--- config.mk ---
export PLATFORM = sky130hd
export DESIGN_NAME = pcie_link_supervisor
export DESIGN_NICKNAME = d
export VERILOG_FILES = /design/src/rtl/pcie_sup_pkg.sv /design/src/rtl/sup_debounce.sv /design/src/rtl/pcie_link_supervisor.sv
export SDC_FILE = /design/constraint.sdc
export NUM_CORES = 1
export LEC_CHECK = 0
export BUFFER_PORTS_ARGS = -buffer_cell sky130_fd_sc_hd__buf_2
export CAP_MARGIN = 30
export CORE_ASPECT_RATIO = 1.25
export CORE_MARGIN = 2
export CORE_UTILIZATION = 58
export CTS_CLUSTER_SIZE = 16
export DETAILED_ROUTE_END_ITERATION = 8
export PLACE_DENSITY = 0.79
export SETUP_SLACK_MARGIN = 0.5
export SLEW_MARGIN = 20
export SYNTH_ARGS = -nofsm -noshare
export SYNTH_HDL_FRONTEND = slang
export SYNTH_SLANG_ARGS = --single-unit
--- constraint.sdc ---
create_clock -name clk -period 2.65 [get_ports clk]
set_clock_uncertainty 0.1 [all_clocks]
set_input_delay 0 -clock clk [delete_from_list [all_inputs] [get_ports clk]]
set_output_delay 0 -clock clk [all_outputs]
set_load 0.01 [all_outputs]
--- src/rtl/pcie_sup_pkg.sv ---
// Shared state encoding and lane-width helper for the PCIe link supervisor.
package pcie_sup_pkg;

   localparam logic [1:0] ST_RESET_HOLD = 2'd0;
   localparam logic [1:0] ST_WAIT_LINK  = 2'd1;
   localparam logic [1:0] ST_LINK_UP    = 2'd2;
   localparam logic [1:0] ST_FAILED     = 2'd3;

   typedef enum logic [1:0] {
      RESET_HOLD = ST_RESET_HOLD,
      WAIT_LINK  = ST_WAIT_LINK,
      LINK_UP    = ST_LINK_UP,
      FAILED     = ST_FAILED
   } state_t;

   // True when the negotiated width covers every wired lane.
   function automatic logic lanes_ok(input logic [3:0] neg_width, input int unsigned max_lanes);
      return 32'(neg_width) >= max_lanes;
   endfunction

endpackage

--- src/rtl/sup_debounce.sv ---
// Stable-level counter: pulses stable_c on the DEBOUNCE-th consecutive cycle
// that level equals polarity while enabled.
module sup_debounce
   import pcie_sup_pkg::*;
#(
   parameter int unsigned DEBOUNCE = 16
) (
   input  logic clk,
   input  logic reset,
   input  logic clear,
   input  logic enable,
   input  logic level,
   input  logic polarity,
   output logic stable_c
);

   localparam int unsigned CW = (DEBOUNCE < 2) ? 1 : $clog2(DEBOUNCE);

   logic [CW-1:0] cnt;
   logic          match;

   assign match    = enable && (level == polarity);
   assign stable_c = match && (cnt == CW'(DEBOUNCE - 1));

   // Counter restarts on any mismatch, on completion, or when the owner clears it.
   always_ff @(posedge clk or posedge reset) begin
      if (reset) begin
         cnt <= '0;
      end else if (clear || !match || stable_c) begin
         cnt <= '0;
      end else begin
         cnt <= cnt + CW'(1);
      end
   end

endmodule

--- src/rtl/pcie_link_supervisor.sv ---
// PCIe endpoint reset/link supervisor: timed core reset, link-up wait with
// bounded retries, debounced drop detection and link health reporting.
module pcie_link_supervisor
   import pcie_sup_pkg::*;
#(
   parameter int unsigned MAX_LANES       = 4,
   parameter int unsigned RST_HOLD_CYCLES = 1024,
   parameter int unsigned LINK_TIMEOUT    = 1_000_000,
   parameter int unsigned DEBOUNCE        = 16,
   parameter int unsigned MAX_RETRIES     = 3,
   parameter int unsigned CNT_W           = 8
) (
   input  logic                               clk,
   input  logic                               reset,
   input  logic                               lnk_up,
   input  logic [3:0]                         neg_width,
   input  logic                               retrain_req,
   output logic                               core_rst,
   output logic                               link_ok,
   output logic                               link_failed,
   output logic                               width_degraded,
   output logic [$clog2(MAX_RETRIES+1)-1:0]   retry_cnt,
   output logic [CNT_W-1:0]                   drop_cnt,
   output logic [1:0]                         state_o
);

   localparam int unsigned RW   = $clog2(MAX_RETRIES + 1);
   localparam int unsigned TMAX = (RST_HOLD_CYCLES > LINK_TIMEOUT) ? RST_HOLD_CYCLES : LINK_TIMEOUT;
   localparam int unsigned TW   = (TMAX < 2) ? 1 : $clog2(TMAX);

   state_t           state, state_next;
   logic [TW-1:0]    timer, timer_next;
   logic [RW-1:0]    retry_next;
   logic [CNT_W-1:0] drop_next;
   logic             deb_stable_c;
   logic             deb_clear_c;
   logic             deb_enable_c;
   logic             deb_polarity_c;

   // WAIT_LINK looks for a stable high, LINK_UP for a stable low.
   assign deb_enable_c   = (state == WAIT_LINK) || (state == LINK_UP);
   assign deb_polarity_c = (state == WAIT_LINK);
   assign deb_clear_c    = retrain_req || (state_next != state);

   sup_debounce #(
      .DEBOUNCE (DEBOUNCE)
   ) u_debounce (
      .clk      (clk),
      .reset    (reset),
      .clear    (deb_clear_c),
      .enable   (deb_enable_c),
      .level    (lnk_up),
      .polarity (deb_polarity_c),
      .stable_c (deb_stable_c)
   );

   // Next-state, timer and counter updates.
   always_comb begin
      state_next = state;
      timer_next = timer;
      retry_next = retry_cnt;
      drop_next  = drop_cnt;
      if (retrain_req) begin
         state_next = RESET_HOLD;
         timer_next = '0;
         retry_next = '0;
      end else begin
         case (state)
            RESET_HOLD: begin
               if (timer == TW'(RST_HOLD_CYCLES - 1)) begin
                  state_next = WAIT_LINK;
                  timer_next = '0;
               end else begin
                  timer_next = timer + TW'(1);
               end
            end
            WAIT_LINK: begin
               // A link that becomes stable on the timeout cycle still wins.
               if (deb_stable_c) begin
                  state_next = LINK_UP;
                  timer_next = '0;
                  retry_next = '0;
               end else if (timer == TW'(LINK_TIMEOUT - 1)) begin
                  timer_next = '0;
                  if (retry_cnt < RW'(MAX_RETRIES)) begin
                     retry_next = retry_cnt + RW'(1);
                     state_next = RESET_HOLD;
                  end else begin
                     state_next = FAILED;
                  end
               end else begin
                  timer_next = timer + TW'(1);
               end
            end
            LINK_UP: begin
               timer_next = '0;
               retry_next = '0;
               if (deb_stable_c) begin
                  state_next = RESET_HOLD;
                  if (drop_cnt != '1) begin
                     drop_next = drop_cnt + CNT_W'(1);
                  end
               end
            end
            FAILED: begin
               timer_next = '0;
            end
            default: begin
               state_next = RESET_HOLD;
               timer_next = '0;
            end
         endcase
      end
   end

   // State, counters and next-state-decoded outputs.
   always_ff @(posedge clk or posedge reset) begin
      if (reset) begin
         state          <= RESET_HOLD;
         timer          <= '0;
         retry_cnt      <= '0;
         drop_cnt       <= '0;
         core_rst       <= 1'b1;
         link_ok        <= 1'b0;
         link_failed    <= 1'b0;
         width_degraded <= 1'b0;
      end else begin
         state          <= state_next;
         timer          <= timer_next;
         retry_cnt      <= retry_next;
         drop_cnt       <= drop_next;
         core_rst       <= (state_next == RESET_HOLD);
         link_ok        <= (state_next == LINK_UP);
         link_failed    <= (state_next == FAILED);
         width_degraded <= (state_next == LINK_UP) && !lanes_ok(neg_width, MAX_LANES);
      end
   end

   assign state_o = state;

endmodule

Word level (Yosys, flattened, before mapping) --
Cells that the tools add are included.
Storage, ports and cells: bits in registers 40, output and inout bits 16
Operators by class: order comparisons 2, mux-type cells 18, add/sub/neg operators 4, equal/unequal tests 13, reductions and logical operators 15, bitwise logic cells 1
Operator list (count):
- $mux W20 | 4
- $pmux W20 S3 | 1
- $add A20 B1 Y20 const B | 1
- $eq A20 B10 Y1 const B | 1
- $eq A20 B20 Y1 const B | 1
- $mux W2 | 10
- $add A8 B1 Y8 const B | 1
- $eq A2 B2 Y1 const B | 4
- $ne A4 B4 Y1 const B | 2
- $ne A8 B8 Y1 const B | 1
- $pmux W2 S3 | 1
- $add A4 B1 Y4 const B | 1
- $eq A4 B4 Y1 const B | 1
- $ge A4 B3 Y1 const B | 1
- $logic_not A2 Y1 | 2
- $logic_or A1 B1 Y1 | 4
- $mux W4 | 1
- $pmux W2 S2 | 1
- $reduce_and A4 Y1 | 1
- $logic_and A1 B1 Y1 | 3
- $reduce_and A3 Y1 | 1
- $reduce_bool A3 Y1 | 1
- $add A2 B1 Y2 const B | 1
- $eq A2 B1 Y1 const B | 1
- 6 further kinds | 7

Longest topological paths before layout --
word-level depth 12, mapped depth 9, mapped depth without buffers 9

Cells and area by module --
A second synthesis with hierarchy kept.
Unflattened totals: cells, all modules 227, area total of the unflattened synthesis 2344.7 um^2
Modules (own cells, without submodules):
- pcie_link_supervisor | cells each 208, seq. area each 902.1 um^2, area each 2134.5 um^2, times used 1
- sup_debounce | cells each 19, seq. area each 100.1 um^2, area each 210.2 um^2, times used 1

Worst setup path after synthesis --
OpenSTA, ideal clock, no wires.
kind reg-to-reg, start reg state[1] (netlist: state_o[1]), end reg u_debounce.cnt[0], slack 0.262 ns, library setup time 0.140 ns, required time 2.410 ns, buffers on the path 0, arrival time 2.148 ns, stages on the path, launching flop included 9, period minus slack after synthesis 2.388 ns, cell sequence dfrtp_1 > inv_1 > ha_1 > nand4_1 > and2b_1 > o32ai_1 > or4_4 > nor2_1 > nor3_1
On the way: word-level cells in the longest chain between the ends 12, elaborated cells on any way between the ends 19, classes of those cells eq/ne: 4; mux: 7; reduce/logical: 8
Ends and longest elaborated chain:
- start, declared | line pcie_link_supervisor.sv:31 | state_t state, state_next;
- start signal, assigned | line pcie_link_supervisor.sv:128 | state <= state_next;
- $eq A2 B1 Y1 / $eq A2 B2 Y1 (equally long branches) | line pcie_link_supervisor.sv:41, pcie_link_supervisor.sv:42, pcie_link_supervisor.sv:68
- $eq A1 B1 Y1 / $logic_or A1 B1 Y1 (equally long branches) | line sup_debounce.sv:22, pcie_link_supervisor.sv:41
- $logic_and A1 B1 Y1 | line sup_debounce.sv:22 | assign match = enable && (level == polarity);
- $logic_and A1 B1 Y1 | line sup_debounce.sv:23 | assign stable_c = match && (cnt == CW'(DEBOUNCE - 1));
- $mux W2 (on tied branches) | line pcie_link_supervisor.sv:98, pcie_link_supervisor.sv:79
- $pmux W2 S3 | line pcie_link_supervisor.sv:68 | case (state)
- $mux W2 | line pcie_link_supervisor.sv:63 | if (retrain_req) begin
- $ne A2 B2 Y1 | line pcie_link_supervisor.sv:43 | assign deb_clear_c = retrain_req || (state_next != state);
- $logic_or A1 B1 Y1 | line pcie_link_supervisor.sv:43
- $logic_or A1 B1 Y1 | line sup_debounce.sv:29 | end else if (clear || !match || stable_c) begin
- $logic_or A1 B1 Y1 * | line sup_debounce.sv:29
- $mux W4 * | line sup_debounce.sv:29
- end signal, assigned | line sup_debounce.sv:32 | cnt <= cnt + CW'(1);
- end, declared | line sup_debounce.sv:19 | logic [CW-1:0] cnt;
Mark *: on every way between the ends. The rest lies on a longest branch, timed or not. A chain may end at the register's enable or synchronous reset.

Worst setup path after layout --
start reg state[0] (netlist: state_o[0]), end reg link_failed
On the way: word-level cells in the longest chain between the ends 8, elaborated cells on any way between the ends 14, classes of those cells eq/ne: 4; mux: 6; reduce/logical: 4
Ends and longest elaborated chain:
- $eq A2 B1 Y1 / $eq A2 B2 Y1 (equally long branches) | line pcie_link_supervisor.sv:41, pcie_link_supervisor.sv:42, pcie_link_supervisor.sv:68
- $eq A1 B1 Y1 / $logic_or A1 B1 Y1 (equally long branches) | line sup_debounce.sv:22, pcie_link_supervisor.sv:41
- $logic_and A1 B1 Y1 | line sup_debounce.sv:22
- $logic_and A1 B1 Y1 | line sup_debounce.sv:23
- $mux W2 (on tied branches) | line pcie_link_supervisor.sv:98, pcie_link_supervisor.sv:79
- $pmux W2 S3 * | line pcie_link_supervisor.sv:68
- $mux W2 * | line pcie_link_supervisor.sv:63
- $eq A2 B2 Y1 * | line pcie_link_supervisor.sv:134 | link_failed <= (state_next == FAILED);
- end signal, assigned | line pcie_link_supervisor.sv:134
- end, declared | line pcie_link_supervisor.sv:20 | output logic link_failed,
Marks and branches as above.

==> results.py <==
metrics = {
    "logic_synthesis": {
        "synth_flop_cell": "dfrtp_1",
        "synth_area_um2": 2156,
        "synth_cell_types": 44,
        "synth_edf_count": 0,
        "synth.avg_cell_area_um2": 9.799,
        "ys_ff_latch": 40,
        "ys_warn_count": 0,
        "synthArstFlopShare_pct": 100.0,
        "synth_seq_area_share_pct": 46.49,
        "syn-instance-count": 220,
        "synth_fp_nets": 236,
    },
    "power": {
        "ir_drop_mv": 0.4269,
        "clkPwrFrac_pct": 42.6,
        "sw_frac_of_total_pct": 23.12,
        "seqPwrFrac_pct": 51.3,
        "p_leak_nw": 1.293,
        "p_sw_mw": 0.2793,
        "power.total_mw": 1.208,
        "combPwrFrac_pct": 6.1,
        "p_int_mw": 0.9288,
        "p_per_area_nw_per_um2": 410.3,
    },
    "sta": {
        "hold_viol_final": 0,
        "fmax_mhz": 426.6,
        "worst_pin_slew_ns": 0.6528,
        "fin_crit_sh_pct": 88.46,
        "maxSlewViolCount": 0,
        "final.setup.tns_ns": 0,
        "setup_viol": 0,
        "layout_setup_ws_ns": 0.3057,
        "slew_headroom_pct": 56.44,
        "fin_crit_ns": 2.344,
        "rsz0062_at_grt": "true",
    },
    "drt": {
        "drt_pre_antenna_iters": 4,
        "dr.first_iter.drc_count": 117,
        "ant_nets": 0,
        "wl_per_cell_um": 17.57,
        "post_drt_via_cell_ratio": 5.935,
        "drc_errors": 0,
        "num_vias": 1816,
        "wl_um": 5376,
    },
    "grt": {
        "grt_pass1_vias": 1783,
        "grt.total_usage_pct": 24.05,
        "grt_pass1_wl_um": 7803,
        "antenna_found_initial": 0,
        "grt_max_degree": 24,
        "grt_overflow": 0,
    },
    "place": {
        "gp_congestion": 0.7814,
        "hpwlAfterDp_um": 3055,
        "portBuffers": 21,
        "pre_cts_slack_ns": 0.3051,
    },
    "final_layout": {
        "fillCellCount": 193,
        "n_antenna_cell": 0,
        "synthToLayoutAreaGrowth_pct": 36.56,
        "drive_above_1_share_pct": 40.07,
        "fin_nets": 282,
    },
    "setup_path": {
        "required_ns": 2.72,
        "rr_startpoint": "state_o[0]",
        "crit_type": "reg2reg",
        "r2r-end": "link_failed",
        "worstSetupEndpointType": "register",
        "path_max_fanout": 4,
        "reg2reg_depth": 8,
        "cp-start-kind": "register",
        "ff2ff_setup_slack_ns": 0.31,
        "crit_arrival_ns": 2.42,
    },
    "hold_path": {
        "hp-start": "lnk_up",
        "min_to": "u_debounce.cnt[0]",
        "hp-class": "in2reg",
        "hold_depth": 6,
    },
    "clock_tree": {
        "cts_tree": "built",
        "cts_buffer_depth": 2,
        "root_buffer": "clkbuf_8",
        "cts_num_sinks": 40,
        "clk_latency_ns": 0.30,
        "h-tree-depth": 2,
        "cts_inserted_buffers": 5,
        "path_clk_slew_ns": 0.08,
    },
    "floorplan": {
        "io_pins": 24,
        "core_um2": 3513,
        "dieWidth_um": 58.53,
        "chipHeight_um": 72.17,
        "start_util_pct": 61.36,
        "die_area_um2": 4224,
        "rows": 24,
    },
    "run_status": {
        "outcome": "finished, final reports clean",
    },
    "run": {
        "drv_cap": 0,
    },
}
area by class of cell:
cell class | count | area [um^2] | share of cell area, %
tap | 39 | 48.80 | 1.657
sequential | 40 | 1005 | 34.13
timing repair buffer | 42 | 327.8 | 11.13
inverter | 10 | 42.54 | 1.445
clock inverter | 3 | 46.29 | 1.572
clock buffer | 5 | 68.82 | 2.337
multi-input combinational | 167 | 1405 | 47.73
state kept, by name (all words and copies together), names as in the netlist:
| register | count |
|---|---|
| timer | 20 |
| drop_cnt | 8 |
| u_debounce.cnt | 4 |
| retry_cnt | 2 |
| state_o | 2 |
| core_rst | 1 |
| link_failed | 1 |
| link_ok | 1 |
| width_degraded | 1 |
power by group through the flow:
| stage | clock network [mW] | logic [mW] | registers (mW) |
|---|---|---|---|
| after CTS | 0.523 | 0.0442 | 0.619 |
| after global routing | 0.537 | 0.0808 | 0.621 |
| after floorplan | 0 | 0.0263 | 0.631 |
| final | 0.515 | 0.0738 | 0.619 |
| after global placement | 0 | 0.0379 | 0.631 |
| after detailed placement | 0 | 0.0395 | 0.631 |
worst max-delay path: stages (launching register included):
cell,delay [ns]
dfrtp_2,0.43
inv_4,0.07
ha_4,0.26
nand4_1,0.16
and2b_4,0.37
o32ai_4,0.09
or4_4,0.47
o21ai_4,0.20
nor3_1,0.08
cell usage after synthesis (2+ instances only):
library cell | number | share of area, %
dfrtp_1 | 39 | 45
nor2_1 | 37 | 6.4
nand2_1 | 16 | 2.8
xor2_1 | 15 | 6.1
xnor2_1 | 13 | 5.3
nand3_1 | 12 | 2.8
nor3_1 | 10 | 2.3
inv_1 | 9 | 1.6
ha_1 | 8 | 4.6
nand4_1 | 8 | 2.3
and3_1 | 7 | 2.0
a21oi_1 | 6 | 1.4
o21ai_0 | 4 | 0.93
buf_2 | 2 | 0.46
mux2i_1 | 2 | 0.93
nand4b_1 | 2 | 0.81
nor4_1 | 2 | 0.58
o31ai_1 | 2 | 0.70
stage by stage:
stage / utilization (%) / cells / hold WS, ns / area (um^2)
CTS: 72.12 / 294 / 0.1141 / 2534
floorplan: - / 220 / -0.02840 / 2187
global route: 83.80 / 306 / 0.2297 / 2944
detailed placement: 66.77 / 280 / 0.02443 / 2346
finish: 83.80 / 306 / 0.1787 / 2944
global placement: 66.77 / 280 / 0.01142 / 2346
cells by family after synthesis:
family	after synthesis	synth area share, %
mux	3	1.451
compound gates	15	4.527
buf+inv	13	2.554
xor+xnor	28	11.38
fa+ha+maj	8	4.643
flops	40	46.49
simple gates	113	28.96
placed cells by master (no fill, tap or decap), types with 11 or more instances in the layout:
cell,count
buf_2,21
dfrtp_1,37
nor2_1,13
nand3_1,11
buf_4,12
nor2_4,17
xnor2_1,12
xor2_1,15
nand2_1,16
worst max-delay path by stage:
stage,to,from,slack (ns),depth (start not counted)
final,link_failed,state_o[0],0.31,8
after global routing,core_rst,state_o[0],0.23,9
after CTS,width_degraded,state_o[0],0.37,8
after detailed placement,width_degraded,state_o[1],0.31,8
after global placement,link_failed,state_o[1],0.31,8
after floorplan,link_failed,state_o[1],0.45,8
layer usage:
layer	GRT usage [%]	part of all wire (%)
met1	28.54	38
met2	40.45	56
met3	5.882	3.3
met4	11.37	3.6
met5	0	0
what timing repair did:
action,in CTS,in global routing
endpoints found under the hold margin,20,0
endpoints found under the setup margin,35,37
hold buffers,4,0
buffers inserted,2,9
gates resized for setup,3,71
gates cloned,0,3
pin swaps,2,28
No activity file was read; power rests on OpenSTA's default activity.
